[config.mk]
export PLATFORM = sky130hd
export DESIGN_NAME = riscv_mc_controller_flat
export DESIGN_NICKNAME = d
export VERILOG_FILES = /design/src/rtl/riscv_mc_controller_if.sv /design/src/rtl/riscv_mc_controller.sv /design/src/flat_wrapper.sv
export SDC_FILE = /design/constraint.sdc
export NUM_CORES = 1
export LEC_CHECK = 0
export BUFFER_PORTS_ARGS = -buffer_cell sky130_fd_sc_hd__buf_2
export CAP_MARGIN = 40
export CELL_PAD_IN_SITES_DETAIL_PLACEMENT = 0
export CELL_PAD_IN_SITES_GLOBAL_PLACEMENT = 1
export CORE_MARGIN = 10
export CORE_UTILIZATION = 37
export CTS_CLUSTER_SIZE = 12
export DETAILED_ROUTE_END_ITERATION = 12
export GPL_TIMING_DRIVEN = 0
export PLACE_DENSITY_LB_ADDON = 0.1
export SLEW_MARGIN = 20
export SYNTH_ARGS = -nofsm -noshare
export SYNTH_HDL_FRONTEND = slang
export SYNTH_SLANG_ARGS = --single-unit
[constraint.sdc]
create_clock -name clk -period 2.55 [get_ports clk]
set_clock_uncertainty 0.2 [all_clocks]
set_input_delay 0.3825 -clock clk [delete_from_list [all_inputs] [get_ports clk]]
set_output_delay 0.3825 -clock clk [all_outputs]
set_load 0.05 [all_outputs]
[src/rtl/riscv_mc_controller_if.sv]
// Decode inputs and datapath control outputs between the multicycle RISC-V
// controller (slave) and the datapath that feeds it the IR fields (master).
interface riscv_mc_controller_if;
    logic [6:0] op;
    logic [2:0] funct3;
    logic       funct7b5;
    logic       Zero;

    logic       PCWrite;
    logic       IRWrite;
    logic       RegWrite;
    logic       MemWrite;
    logic       AdrSrc;
    logic [1:0] ALUSrcA;
    logic [1:0] ALUSrcB;
    logic [1:0] ResultSrc;
    logic [1:0] ImmSrc;
    logic [2:0] ALUControl;
    logic       Illegal;

    modport master (
        output op, funct3, funct7b5, Zero,
        input  PCWrite, IRWrite, RegWrite, MemWrite, AdrSrc,
        input  ALUSrcA, ALUSrcB, ResultSrc, ImmSrc, ALUControl, Illegal
    );

    modport slave (
        input  op, funct3, funct7b5, Zero,
        output PCWrite, IRWrite, RegWrite, MemWrite, AdrSrc,
        output ALUSrcA, ALUSrcB, ResultSrc, ImmSrc, ALUControl, Illegal
    );
endinterface

[src/rtl/riscv_mc_controller.sv]
// Moore-style sequencer for a multicycle RV32 subset (lw/sw/R/I-ALU/beq/jal);
// per-state controls are registered alongside the state.
//
// state    | meaning
// FETCH    | read instruction, IR <= mem[PC], PC <= PC+4
// DECODE   | read registers, precompute branch target
// MEMADR   | compute load/store address
// MEMREAD  | read data memory
// MEMWB    | write loaded data to rd
// MEMWRITE | write rs2 to data memory
// EXECR    | R-type ALU operation
// EXECI    | I-type ALU operation
// ALUWB    | write ALU result to rd
// BEQ      | compare, branch if equal
// JAL      | link PC+4, jump to target
// TRAP     | illegal instruction, held until reset
module riscv_mc_controller (
    input  logic                        clk,
    input  logic                        reset,
    riscv_mc_controller_if.slave        bus
);
    localparam logic [6:0] OP_LW  = 7'b0000011;
    localparam logic [6:0] OP_SW  = 7'b0100011;
    localparam logic [6:0] OP_R   = 7'b0110011;
    localparam logic [6:0] OP_I   = 7'b0010011;
    localparam logic [6:0] OP_BEQ = 7'b1100011;
    localparam logic [6:0] OP_JAL = 7'b1101111;

    typedef enum logic [3:0] {
        FETCH, DECODE, MEMADR, MEMREAD, MEMWB, MEMWRITE,
        EXECR, EXECI, ALUWB, BEQ, JAL, TRAP
    } state_t;

    typedef struct packed {
        logic       pcupdate;
        logic       branch;
        logic       irwrite;
        logic       regwrite;
        logic       memwrite;
        logic       adrsrc;
        logic       illegal;
        logic [1:0] alusrca;
        logic [1:0] alusrcb;
        logic [1:0] resultsrc;
        logic [1:0] immsrc;
        logic [1:0] aluop;
    } ctrl_t;

    localparam ctrl_t CTRL_FETCH = '{1'b1, 1'b0, 1'b1, 1'b0, 1'b0, 1'b0, 1'b0,
                                     2'b00, 2'b10, 2'b10, 2'b00, 2'b00};

    state_t state;
    state_t state_next;
    ctrl_t  ctrl_q;
    logic   funct_ok;

    assign funct_ok = (bus.funct3 == 3'b000) || (bus.funct3 == 3'b110) ||
                      (bus.funct3 == 3'b111);

    always_comb begin
        state_next = FETCH;
        case (state)
            FETCH:    state_next = DECODE;
            DECODE: begin
                case (bus.op)
                    OP_LW, OP_SW: state_next = MEMADR;
                    OP_R:         state_next = funct_ok ? EXECR : TRAP;
                    OP_I:         state_next = funct_ok ? EXECI : TRAP;
                    OP_BEQ:       state_next = (bus.funct3 == 3'b000) ? BEQ : TRAP;
                    OP_JAL:       state_next = JAL;
                    default:      state_next = TRAP;
                endcase
            end
            MEMADR:   state_next = (bus.op == OP_LW) ? MEMREAD : MEMWRITE;
            MEMREAD:  state_next = MEMWB;
            EXECR, EXECI, JAL: state_next = ALUWB;
            MEMWB, MEMWRITE, ALUWB, BEQ: state_next = FETCH;
            TRAP:     state_next = TRAP;
            default:  state_next = FETCH;
        endcase
    end

    function automatic ctrl_t ctrl_for(input state_t s, input logic [6:0] opc);
        ctrl_t c;
        c = '0;
        case (s)
            FETCH:    c = CTRL_FETCH;
            DECODE:   begin c.alusrca = 2'b01; c.alusrcb = 2'b01; c.immsrc = 2'b10; end
            MEMADR: begin
                c.alusrca = 2'b10;
                c.alusrcb = 2'b01;
                c.immsrc  = (opc == OP_SW) ? 2'b01 : 2'b00;
            end
            MEMREAD:  c.adrsrc = 1'b1;
            MEMWRITE: begin c.adrsrc = 1'b1; c.memwrite = 1'b1; end
            MEMWB:    begin c.resultsrc = 2'b01; c.regwrite = 1'b1; end
            EXECR:    begin c.alusrca = 2'b10; c.aluop = 2'b10; end
            EXECI:    begin c.alusrca = 2'b10; c.alusrcb = 2'b01; c.aluop = 2'b10; end
            ALUWB:    c.regwrite = 1'b1;
            BEQ:      begin c.alusrca = 2'b10; c.aluop = 2'b01; c.branch = 1'b1; end
            JAL: begin
                c.alusrca  = 2'b01;
                c.alusrcb  = 2'b10;
                c.pcupdate = 1'b1;
                c.immsrc   = 2'b11;
            end
            TRAP:     c.illegal = 1'b1;
            default:  c = '0;
        endcase
        return c;
    endfunction

    always_ff @(posedge clk or posedge reset) begin
        if (reset) begin
            state  <= FETCH;
            ctrl_q <= CTRL_FETCH;
        end else begin
            state  <= state_next;
            ctrl_q <= ctrl_for(state_next, bus.op);
        end
    end

    // SUB for funct3=000 applies only to R-type; I-ALU ignores IR[30] there
    always_comb begin
        bus.ALUControl = 3'b000;
        case (ctrl_q.aluop)
            2'b01: bus.ALUControl = 3'b001;
            2'b10: begin
                case (bus.funct3)
                    3'b000:  bus.ALUControl = (bus.op == OP_R && bus.funct7b5) ? 3'b001 : 3'b000;
                    3'b110:  bus.ALUControl = 3'b011;
                    3'b111:  bus.ALUControl = 3'b010;
                    default: bus.ALUControl = 3'b000;
                endcase
            end
            default: bus.ALUControl = 3'b000;
        endcase
    end

    assign bus.PCWrite   = ~reset & (ctrl_q.pcupdate | (ctrl_q.branch & bus.Zero));
    assign bus.IRWrite   = ~reset & ctrl_q.irwrite;
    assign bus.RegWrite  = ~reset & ctrl_q.regwrite;
    assign bus.MemWrite  = ~reset & ctrl_q.memwrite;
    assign bus.Illegal   = ~reset & ctrl_q.illegal;
    assign bus.AdrSrc    = ctrl_q.adrsrc;
    assign bus.ALUSrcA   = ctrl_q.alusrca;
    assign bus.ALUSrcB   = ctrl_q.alusrcb;
    assign bus.ResultSrc = ctrl_q.resultsrc;
    assign bus.ImmSrc    = ctrl_q.immsrc;
endmodule

[src/flat_wrapper.sv]
// flat-port wrapper written by rule: the top's interface ports become plain ports
module riscv_mc_controller_flat 
  (clk, reset, bus_op, bus_funct3, bus_funct7b5, bus_Zero, bus_PCWrite, bus_IRWrite, bus_RegWrite, bus_MemWrite, bus_AdrSrc, bus_ALUSrcA, bus_ALUSrcB, bus_ResultSrc, bus_ImmSrc, bus_ALUControl, bus_Illegal);
  riscv_mc_controller_if bus_i ();
  input  logic clk;
  input  logic reset;
  input wire logic [$bits(bus_i.op)-1:0] bus_op;
  input wire logic [$bits(bus_i.funct3)-1:0] bus_funct3;
  input wire logic [$bits(bus_i.funct7b5)-1:0] bus_funct7b5;
  input wire logic [$bits(bus_i.Zero)-1:0] bus_Zero;
  output wire logic [$bits(bus_i.PCWrite)-1:0] bus_PCWrite;
  output wire logic [$bits(bus_i.IRWrite)-1:0] bus_IRWrite;
  output wire logic [$bits(bus_i.RegWrite)-1:0] bus_RegWrite;
  output wire logic [$bits(bus_i.MemWrite)-1:0] bus_MemWrite;
  output wire logic [$bits(bus_i.AdrSrc)-1:0] bus_AdrSrc;
  output wire logic [$bits(bus_i.ALUSrcA)-1:0] bus_ALUSrcA;
  output wire logic [$bits(bus_i.ALUSrcB)-1:0] bus_ALUSrcB;
  output wire logic [$bits(bus_i.ResultSrc)-1:0] bus_ResultSrc;
  output wire logic [$bits(bus_i.ImmSrc)-1:0] bus_ImmSrc;
  output wire logic [$bits(bus_i.ALUControl)-1:0] bus_ALUControl;
  output wire logic [$bits(bus_i.Illegal)-1:0] bus_Illegal;
  assign bus_i.op = bus_op;
  assign bus_i.funct3 = bus_funct3;
  assign bus_i.funct7b5 = bus_funct7b5;
  assign bus_i.Zero = bus_Zero;
  assign bus_PCWrite = bus_i.PCWrite;
  assign bus_IRWrite = bus_i.IRWrite;
  assign bus_RegWrite = bus_i.RegWrite;
  assign bus_MemWrite = bus_i.MemWrite;
  assign bus_AdrSrc = bus_i.AdrSrc;
  assign bus_ALUSrcA = bus_i.ALUSrcA;
  assign bus_ALUSrcB = bus_i.ALUSrcB;
  assign bus_ResultSrc = bus_i.ResultSrc;
  assign bus_ImmSrc = bus_i.ImmSrc;
  assign bus_ALUControl = bus_i.ALUControl;
  assign bus_Illegal = bus_i.Illegal;
  riscv_mc_controller u_core (.clk(clk), .reset(reset), .bus(bus_i));
endmodule
## Word level (Yosys, flattened, before mapping)

Cells that the tools add are included.

- Register bits after elaboration: 21
- Input bits: 14
- Output and inout port bits: 17
- Logic and storage cells: 86

- Eq/ne operators: 28
- Multiplexer cells: 22
- Bitwise logic cells: 8
- Reduce and logical (&&, ||, !) cells: 15

Operators with widths:

| cell | count |
|---|---|
| $eq A4 B3 Y1 const B | 6 |
| $eq A4 B4 Y1 const B | 6 |
| $pmux W4 S6 | 1 |
| $pmux W4 S5 | 1 |
| $eq A4 B2 Y1 const B | 4 |
| $pmux W2 S2 | 4 |
| $eq A7 B6 Y1 const B | 2 |
| $eq A7 B7 Y1 const B | 2 |
| $reduce_or A2 Y1 | 6 |
| $mux W1 | 9 |
| $pmux W3 S3 | 1 |
| $eq A4 B1 Y1 const B | 2 |
| $logic_not A4 Y1 | 2 |
| $mux W4 | 2 |
| $eq A7 B2 Y1 const B | 1 |
| $eq A7 B5 Y1 const B | 1 |
| $and A1 B1 Y1 | 6 |
| $eq A3 B3 Y1 const B | 2 |
| $pmux W2 S3 | 1 |
| $pmux W3 S2 | 1 |
| $reduce_or A3 Y1 | 2 |
| $reduce_or A4 Y1 | 1 |
| $logic_not A3 Y1 | 1 |
| $mux W3 | 1 |
| 7 further kinds | 8 |

## Depth between registers and ports, before layout

Gate-level depths: netlist of the first run.

- Depth after elaboration: 9
- Mapped depth: 6
- Mapped depth without buffers: 5

## Worst setup path after synthesis of the first run

OpenSTA, ideal clock, no wires.

- Kind: input to output
- From: in bus_op[3]
- To: out bus_ALUControl[0]
- Arrival time: 1.915 ns
- Data required time: 1.967 ns
- Path slack: 0.053 ns
- Cell stages on the path: 5
- Path buffers: 0
- Cell sequence: nand4bb_4 -> nor2_1 -> nand3_1 -> a211o_1 -> a21oi_1

- Cells in the longest elaborated chain, start to end: 5

RTL lines:

| item | RTL line | text |
|---|---|---|
| from (decl) | flat_wrapper.sv:7 | `input wire logic [$bits(bus_i.op)-1:0] bus_op;` |
| $eq A7 B6 Y1 | riscv_mc_controller.sv:130 | `3'b000: bus.ALUControl = (bus.op == OP_R && bus.funct7b5) ? 3'b001 : 3'b000;` |
| $logic_and A1 B1 Y1 | riscv_mc_controller.sv:130 |  |
| $mux W1 | riscv_mc_controller.sv:130 |  |
| $pmux W3 S3 | riscv_mc_controller.sv:129 | `case (bus.funct3)` |
| $pmux W3 S2 | riscv_mc_controller.sv:126 | `case (ctrl_q.aluop)` |
| to (decl) | flat_wrapper.sv:20 | `output wire logic [$bits(bus_i.ALUControl)-1:0] bus_ALUControl;` |

Every way passes these cells.

## Worst setup path after layout of the first run

Same ends and word-level chain as after synthesis.

==> run_results.csv, run 1 <==
group,metric,value,unit
power,p_int,0.8218,mW
route,wl,2.329,mm
worst_setup_path,r2r-start,"u_core.state[1]$_DFF_PP0_",
synthesis,synth_cell_type_count,40,
synthesis,synthFlopType,"dfrtp_1",
layout,n_fill_cell,282,
worst_setup_path,critical_path_class,"in -> out",
layout,antennaDiodeCount,0,
synthesis,yosysWarnings,0,
route,vias_per_cell,4.966,
clock_network,clk_latency,0.29,ns
timing,hold_viol,0,
synthesis,synth-simple-area-share,27.18,%
power,comb_power_share,61.1,%
worst_setup_path,crit_family,"simple AND/OR/NAND/NOR gates",
worst_setup_path,cpMostUsedCell,"buf_2",
job,drv_cap,0,
synthesis,muxShareOfSynthArea,0,%
layout,layout-drive-gt1-share,36.55,%
synthesis,syn_avg_cell_area,9.496,um2
layout,final_common_cell,"buf_2",
grt,grt-ovfl-total,0,
synthesis,syn-num-nets,128,
synthesis,ys_seq_elements,18,
power,power_frac_seq,28.3,%
power,finalPower,1.568,mW
clock_network,cts_tree,"yes",
grt,first_global_vias,883,
timing,period_needed,2.339,ns
place,post-place-cells,172,
floorplan,rows,19,
worst_setup_path,reg2reg_slack,0.26,ns
worst_setup_path,arrival,1.76,ns
worst_setup_path,start_kind,"primary input",
timing,worst_slew_pin_slew,0.8849,ns
power,ir_drop,0.7713,mV
synthesis,synth_xor_area_share,0.8235,%
route,drcViolationCount,0,
clock_network,postCtsSetupBuffers,0,
synthesis,syn_inst,112,
layout,finalNonFillerCells,176,
route,drtIter0Drc,18,
route,drtPass1Iterations,4,
floorplan,start_util,38.57,%
layout,final_cell_mix,"30 x buf_2, 16 x dfrtp_1, 10 x inv_1, 10 x buf_4",
place,numPortBuffers,29,
floorplan,die_area,0.005419,mm2
grt,grt_use_total,8.986,%
synthesis,synthAdderAreaFrac,2.353,%
clock_network,cts.htree.levels,1,
worst_setup_path,endpoint_kind,"output port",
power,leakagePower,0.6572,nW
route,num_vias,874,
layout,area_growth_syn_to_layout,20.71,%
timing,fmax,0.4276,GHz
synthesis,synth-compound-area-share,15.29,%
timing,slew_headroom,41.01,%
hold_path,min_path_type,"in -> async",
worst_setup_path,cp.required,1.97,ns
clock_network,numCtsBuffers,3,
clock_network,clk_path_buf_depth,2,
status,status,"finished clean",
power,power_frac_clock,10.6,%
synthesis,synth-async-reset-ratio,100.0,%
timing,grt_setup_unrepaired,"no",
layout,fin_nets,162,
floorplan,fp.dieH,73.62,um
timing,tns,0,ns
power,switching_power,0.7462,mW
floorplan,core_area,0.002758,mm2
grt,grt_first_pass_wirelength,3.988,mm
synthesis,ys_seq_area_share,42.59,%
synthesis,synth_edf_count,0,
worst_setup_path,crit_path_max_fanout,4,
grt,antenna_found_initial,0,
synthesis,syn_area,0.001064,mm2
clock_network,cts_resized,0,
floorplan,ios,31,
timing,finalSetupViolCount,0,
clock_network,root_buffer,"clkbuf_4",
worst_setup_path,critical_path_buf_inv_count,2,
clock_network,cts.sinks,18,
power,cellPowerDensity,1221,mW/mm2
worst_setup_path,path_cells,"buf_2 -> nand4bb_4 -> nor2_1 -> nand3_1 -> a211o_1 -> a21oi_1 -> buf_2",
place,gp_congestion,0.8356,
timing,finalMaxSlewViolations,0,
grt,grt_max_degree,19,
power,swShare,47.59,%
place,place_hpwl,1.893,mm
worst_setup_path,crit_start,"bus_op[3]",
clock_network,hold_buffers,0,
clock_network,path_clk_slew,0.10,ns
synthesis,synth_top_family_by_area,"simple AND/OR/NAND/NOR gates",
floorplan,dieWidth,73.62,um
timing,holdWs,0.004124,ns
route,routedWlPerCell,13.23,um
route,postRouteAntennaNets,0,
timing,period_share,91.72,%
worst_setup_path,slowest_delay,0.30,ns
worst_setup_path,slowest_stage,"a211o_1",
layout make-up:
| type | count | area [um2] | area share (%) |
|---|---|---|---|
| inverter | 10 | 37.54 | 2.924 |
| sequential | 18 | 452.9 | 35.28 |
| buffer | 12 | 83.83 | 6.530 |
| timing repair buffer | 29 | 145.1 | 11.31 |
| multi-input combinational | 72 | 489.2 | 38.11 |
| tap | 31 | 38.79 | 3.021 |
| clock buffer | 4 | 36.28 | 2.827 |
routing by layer:
layer	part of all wire [%]	track usage [%]	vias up
met5	0	0	-
met1	45	10.64	401
met3	7.7	3.903	2
met2	47	14.58	19
met4	0.56	2.070	0
li1	-	-	452
worst paths after layout:
check	to	depth (start not counted)
max	bus_ALUControl[0]	7
min	u_core.bus.ALUSrcA[0]$_DFF_PP0_	2
max reg2reg	u_core.bus.ALUSrcB[1]$_DFF_PP1_	6
min reg2reg	u_core.bus.AdrSrc$_DFF_PP0_	2
max in group asynchronous	u_core.bus.ImmSrc[0]$_DFF_PP0_	2
min in group clk	u_core.bus.ImmSrc[0]$_DFF_PP0_	3
power groups by stage:
| stage | clock network [mW] | registers (mW) | logic, mW |
|---|---|---|---|
| after CTS | 0.171 | 0.445 | 0.968 |
| after global routing | 0.185 | 0.456 | 1.06 |
| final | 0.165 | 0.444 | 0.958 |
| after global placement | 0 | 0.448 | 0.959 |
| after floorplan | 0 | 0.453 | 0.760 |
| after detailed placement | 0 | 0.452 | 0.967 |
Yosys cell counts (2+ instances only):
master | number | area [um2]
nand2_1 | 9 | 33.78
a21oi_1 | 3 | 15.01
inv_1 | 10 | 37.54
and3_1 | 2 | 12.51
nor2_1 | 9 | 33.78
dfstp_2 | 2 | 52.55
dfrtp_1 | 16 | 400.4
o21ai_0 | 4 | 20.02
a211o_1 | 2 | 17.52
buf_4 | 10 | 75.07
nand4b_1 | 2 | 17.52
o211ai_1 | 2 | 15.01
nand3_1 | 4 | 20.02
a21o_2 | 2 | 17.52
nor3b_1 | 2 | 15.01
ha_1 | 2 | 25.02
nand4_1 | 3 | 18.77
nor2b_1 | 5 | 31.28
nor3_1 | 2 | 10.01
kinds of logic after synthesis:
logic type / after synthesis
xor gates and xnor gates: 1
adders and majority gates: 2
other: 1
AOI/OAI and AO/OA: 21
buffers and inverters: 22
DFF: 18
and+or+nand+nor: 47
metrics by stage:
step / util [%] / instance area [um2] / worst slack (ns)
after floorplan: - / 1064 / 0.05295
after global placement: 45.24 / 1247 / 0.2275
after detailed placement: 45.24 / 1247 / 0.2261
after CTS: 46.55 / 1284 / 0.2162
after global routing: 46.55 / 1284 / 0.03786
final: 46.55 / 1284 / 0.2112
sequential cells by signal, summed over array words and instances, names as in the netlist:
| signal | cells |
|---|---|
| u_core.bus.AdrSrc | 1 |
| u_core.bus.ResultSrc | 1 |
| u_core.state | 4 |
| u_core.bus.ImmSrc | 2 |
| u_core.ctrl_q | 6 |
| u_core.bus.ALUSrcA | 2 |
| u_core.bus.ALUSrcB | 2 |
(Power assumes the default switching activity.)
==> inputs of run 2 (changes only) <==
--- a/config.mk
+++ b/config.mk
@@ -6,7 +6,7 @@
 export NUM_CORES = 1
 export LEC_CHECK = 0
 export BUFFER_PORTS_ARGS = -buffer_cell sky130_fd_sc_hd__buf_2
-export CAP_MARGIN = 40
+export CAP_MARGIN = 20
 export CELL_PAD_IN_SITES_DETAIL_PLACEMENT = 0
 export CELL_PAD_IN_SITES_GLOBAL_PLACEMENT = 1
 export CORE_MARGIN = 10
@@ -15,6 +15,7 @@
 export DETAILED_ROUTE_END_ITERATION = 12
 export GPL_TIMING_DRIVEN = 0
 export PLACE_DENSITY_LB_ADDON = 0.1
+export SETUP_SLACK_MARGIN = 0.4
 export SLEW_MARGIN = 20
 export SYNTH_ARGS = -nofsm -noshare
 export SYNTH_HDL_FRONTEND = slang
==> constraint.sdc (replaced) <==
create_clock -name clk -period 2.5 [get_ports clk]
set_clock_uncertainty 0.2 [all_clocks]
set_input_delay 0.375 -clock clk [delete_from_list [all_inputs] [get_ports clk]]
set_output_delay 0.375 -clock clk [all_outputs]
set_load 0.05 [all_outputs]
==> run_results.csv, run 2 (same netlist as run 1, synthesis figures left out) <==
group,metric,value,unit
power,cellPowerDensity,1239,mW/mm2
timing,finalMaxSlewViolations,0,
layout,fin_nets,167,
layout,final_area,0.001401,mm2
route,num_vias,898,
grt,antenna_found_initial,0,
floorplan,core_area,0.002758,mm2
floorplan,rows,19,
route,vias_per_cell,4.961,
layout,area_growth_syn_to_layout,31.76,%
floorplan,start_util,38.57,%
layout,multi_input_area,555.5,um2
layout,layout-drive-gt1-share,44.67,%
worst_setup_path,arrival,2.07,ns
floorplan,dieWidth,73.62,um
worst_setup_path,endpoint_kind,"flop",
timing,period_share,82.99,%
floorplan,ios,31,
clock_network,root_buffer,"clkbuf_4",
layout,n_fill_cell,289,
place,gp_congestion,0.8280,
route,postRouteAntennaNets,0,
power,leakagePower,0.7071,nW
layout,antennaDiodeCount,0,
route,drtIter0Drc,23,
timing,fmax,0.4820,GHz
timing,slew_headroom,57.52,%
timing,period_needed,2.075,ns
worst_setup_path,crit_path_max_fanout,8,
place,placed_area,0.001256,mm2
floorplan,fp.dieH,73.62,um
layout,reg_top3,"u_core.ctrl_q: 6 flops, u_core.state: 4 flops",
place,place_ws,0.2006,ns
timing,timing.final.ws_setup,0.4252,ns
place,numPortBuffers,29,
clock_network,cts_tree,"yes",
layout,final_cell_mix,"28 x buf_2, 16 x dfrtp_1, 15 x buf_4",
clock_network,numCtsBuffers,3,
clock_network,cts.sinks,18,
grt,grt_first_pass_wirelength,4.043,mm
hold_path,min_path_type,"in -> async",
worst_setup_path,critical_path_class,"in -> reg",
route,drtPass1Iterations,4,
power,ir_drop,0.9496,mV
layout,final_common_cell,"buf_2",
route,drcViolationCount,0,
layout,final_util,50.82,%
job,drv_cap,0,
route,routedWlPerCell,13.54,um
timing,finalSetupViolCount,0,
worst_setup_path,cp.required,2.50,ns
grt,grt_use_total,9.260,%
worst_setup_path,start_kind,"primary input",
route,wl,2.451,mm
timing,holdWs,-0.009321,ns
status,violations,"hold timing",
layout,largest_reg_flops,6,
timing,worst_slew_pin_slew,0.6365,ns
floorplan,die_area,0.005419,mm2
clock_network,clk_path_buf_depth,2,
layout,top_register,"u_core.ctrl_q",
clock_network,cts.htree.levels,1,
clock_network,path_clk_slew,0.10,ns
status,status,"finished with violations",
place,place_hpwl,1.896,mm
layout,regArea,452.9,um2
grt,grt-ovfl-total,0,
grt,first_global_vias,874,
timing,grt_setup_unrepaired,"yes",
timing,tns,0,ns
timing,hold_viol,8,
grt,grt_max_degree,19,
clock_network,clk_latency,0.29,ns
-- run 2: stage by stage --
stage / hold slack, ns / power [mW] / instances
final: -0.009321 / 1.737 / 181
after global routing: 0.06408 / 1.864 / 181
after CTS: 0.01195 / 1.645 / 178
after detailed placement: 0.3399 / 1.447 / 172
after global placement: 0.3307 / 1.440 / 172
after floorplan: 0.1121 / 1.242 / 112
-- run 2: repair_timing --
action / CTS / global route
setup endpoints to repair: 8 / 7
hold buffers: 0 / 0
cloned: 0 / 0
setup buffers: 2 / 3
gates resized for setup: 8 / 8
pin swaps: 3 / 5
-- run 2: power breakdown --
group | switching [mW] | total, mW | internal (mW) | leakage [nW]
clock network | 0.0847 | 0.173 | 0.0887 | 0.0210
logic | 0.688 | 1.11 | 0.417 | 0.454
registers | 0.0479 | 0.458 | 0.410 | 0.232
total | 0.820 | 1.74 | 0.916 | 0.707
-- run 2: path summary, 6_finish.rpt --
| check | start | end | slack (ns) | cells past startpoint |
|---|---|---|---|---|
| min in group clk | bus_op[5] | u_core.bus.ImmSrc[0]$_DFF_PP0_ | 0.31 | 3 |
| worst min register to register | u_core.state[0]$_DFF_PP0_ | u_core.bus.AdrSrc$_DFF_PP0_ | 0.51 | 2 |
| worst max register to register | u_core.state[3]$_DFF_PP0_ | u_core.bus.ALUSrcB[0]$_DFF_PP0_ | 0.50 | 6 |
| max in group asynchronous | reset | u_core.bus.ImmSrc[0]$_DFF_PP0_ | 1.69 | 2 |
| worst min-delay path | reset | u_core.state[1]$_DFF_PP0_ | -0.009 | 2 |
| worst max-delay path | bus_op[2] | u_core.bus.ALUSrcB[0]$_DFF_PP0_ | 0.43 | 7 |
-- run 2: cell type report --
class,count,area share [%]
multi-input cells,72,39.64
repair buffers,34,13.93
well taps,31,2.768
clock buffers,4,2.589
plain buffers,12,6.071
inverters,10,2.679
flip-flops and latches,18,32.32
-- run 2: metal layers --
metal  vias up  GRT usage (%)  wire, um
met1       412          10.80      1071
met2        22          14.77      1128
met3         5          3.634       217
met4         0          3.727        34
li1        459              -         -
met5         -              0         0
-- run 2: worst max-delay path: stages --
cell	delay, ns
buf_2	0.11
nand4bb_4	0.24
buf_4	0.17
or4_4	0.44
o311a_4	0.38
a211o_1	0.24
o211ai_1	0.10
==> inputs of run 3 (changes only) <==
--- a/config.mk
+++ b/config.mk
@@ -10,7 +10,7 @@
 export CELL_PAD_IN_SITES_DETAIL_PLACEMENT = 0
 export CELL_PAD_IN_SITES_GLOBAL_PLACEMENT = 1
 export CORE_MARGIN = 10
-export CORE_UTILIZATION = 37
+export CORE_UTILIZATION = 34
 export CTS_CLUSTER_SIZE = 12
 export DETAILED_ROUTE_END_ITERATION = 12
 export GPL_TIMING_DRIVEN = 0
==> constraint.sdc (replaced) <==
create_clock -name clk -period 1.9 [get_ports clk]
set_clock_uncertainty 0.2 [all_clocks]
set_input_delay 0.285 -clock clk [delete_from_list [all_inputs] [get_ports clk]]
set_output_delay 0.285 -clock clk [all_outputs]
set_load 0.05 [all_outputs]
==> run_results.csv, run 3 (same netlist as run 1, synthesis figures left out) <==
group,metric,value,unit
status,status,"finished with violations",
status,violations,"setup timing",
power,leakagePower,0.8570,nW
worst_setup_path,reg2reg_slack,0,ns
job,drv_cap,0,
floorplan,dieWidth,75.93,um
worst_setup_path,crit_path_max_fanout,2,
hold_path,min_path_type,"in -> reg",
layout,n_fill_cell,270,
power,ir_drop,0.6942,mV
route,routedWlPerCell,13.60,um
floorplan,die_area,0.005765,mm2
floorplan,start_util,35.12,%
power,swShare,44.33,%
layout,largest_reg_flops,6,
place,place_hpwl,1.993,mm
timing,finalMaxSlewViolations,0,
timing,period_needed,1.970,ns
clock_network,clk_path_buf_depth,2,
layout,final_cell_mix,"27 x buf_4, 17 x buf_6, 15 x dfrtp_1",
layout,fin_nets,184,
worst_setup_path,cp.required,1.41,ns
timing,period_share,103.7,%
power,power_frac_clock,7.6,%
grt,grt_use_total,9.845,%
clock_network,cts.sinks,18,
clock_network,cts_tree,"yes",
layout,final_util,60.58,%
clock_network,cts.htree.levels,1,
timing,timing.final.ws_setup,-0.06962,ns
worst_setup_path,start_kind,"flop",
timing,tns,-0.09201,ns
floorplan,rows,20,
floorplan,fp.dieH,75.93,um
route,drtPass1Iterations,4,
floorplan,ios,31,
layout,final_common_cell,"buf_4",
clock_network,numCtsBuffers,3,
grt,grt_first_pass_wirelength,4.830,mm
route,wl,2.869,mm
floorplan,core_area,0.003028,mm2
layout,antennaDiodeCount,0,
worst_setup_path,arrival,1.48,ns
timing,finalSetupViolCount,2,
timing,fmax,0.5077,GHz
power,switching_power,1.351,mW
grt,grt_max_degree,19,
power,cellPowerDensity,1662,mW/mm2
power,power_frac_seq,20.5,%
layout,area_growth_syn_to_layout,72.47,%
timing,grt_setup_unrepaired,"yes",
place,numPortBuffers,29,
power,comb_power_share,71.9,%
route,drcViolationCount,0,
route,postRouteAntennaNets,0,
route,num_vias,984,
layout,regArea,454.2,um2
worst_setup_path,critical_path_class,"reg -> out",
worst_setup_path,endpoint_kind,"output port",
clock_network,root_buffer,"clkbuf_4",
grt,antenna_found_initial,0,
clock_network,path_clk_slew,0.09,ns
route,drtIter0Drc,22,
power,p_int,1.697,mW
grt,first_global_vias,1025,
layout,top_register,"u_core.ctrl_q",
clock_network,clk_latency,0.29,ns
layout,reg_top3,"u_core.ctrl_q: 6 flops, u_core.state: 4 flops",
layout,layout-drive-gt1-share,65.27,%
grt,grt-ovfl-total,0,
timing,hold_viol,0,
route,vias_per_cell,4.664,
layout,multi_input_area,713.2,um2
place,gp_congestion,0.7838,
[run 3: metrics by stage]
step / cell area, um2 / power (mW) / setup slack [ns] / hold slack (ns) / cells
floorplan: 1117 / 1.681 / 0.02040 / 0.02211 / 112
global placement: 1318 / 1.961 / -0.2243 / 0.2583 / 185
detailed placement: 1318 / 1.967 / -0.2435 / 0.2669 / 185
CTS: 1705 / 2.800 / -0.08785 / 0.1812 / 207
global route: 1834 / 3.234 / -0.1422 / 0.2232 / 211
finish: 1834 / 3.048 / -0.06962 / 0.1908 / 211
[run 3: cell type report]
type | count | area share [%]
plain buffers | 12 | 5.934
clock buffers | 4 | 1.978
flip-flops and latches | 18 | 24.76
well taps | 44 | 3.001
inverters | 10 | 2.251
repair buffers | 51 | 23.19
multi-input cells | 72 | 38.88
[run 3: power by group through the flow]
stage,Sequential [mW],Clock (mW),Combinational [mW]
finish,0.624,0.232,2.19
global route,0.633,0.257,2.34
CTS,0.617,0.241,1.94
detailed placement,0.605,0,1.36
global placement,0.603,0,1.36
floorplan,0.611,0,1.07
[run 3: timing repair]
item | 4_1_cts | 5_1_grt
hold buffers | 1 | 0
setup buffers | 16 | 4
hold endpoints to repair | 16 | 0
gates resized for setup | 55 | 32
pin swaps | 15 | 8
setup endpoints to repair | 23 | 36
gates cloned | 1 | 0
[run 3: path summary, 6_finish.rpt]
path                                                 start                               to  cells after the start
worst max-delay path            u_core.ctrl_q[0]$_DFF_PP0_                bus_ALUControl[0]                      6
max in group asynchronous                            reset  u_core.bus.ALUSrcB[1]$_DFF_PP1_                      3
worst max register to register   u_core.state[2]$_DFF_PP0_  u_core.bus.ALUSrcB[0]$_DFF_PP0_                      5
worst min-delay path                             bus_op[5]   u_core.bus.ImmSrc[0]$_DFF_PP0_                      3
worst min register to register   u_core.state[0]$_DFF_PP0_      u_core.bus.AdrSrc$_DFF_PP0_                      2
min in group asynchronous                            reset      u_core.ctrl_q[13]$_DFF_PP0_                      3
[run 3: critical path, cell delays in order, from the launching register on]
cell and delay (ns):
dfrtp_1 0.41, inv_2 0.07, ha_4 0.13, inv_2 0.03, a211o_1 0.26, a21oi_4 0.13, buf_6 0.17
[run 3: layer usage]
metal | vias to the layer above | GRT usage (%) | routed length (um)
li1 | 501 | - | -
met1 | 458 | 11.01 | 1179
met2 | 23 | 17.18 | 1544
met3 | 2 | 1.887 | 111
met4 | 0 | 5.114 | 34
met5 | - | 0 | 0
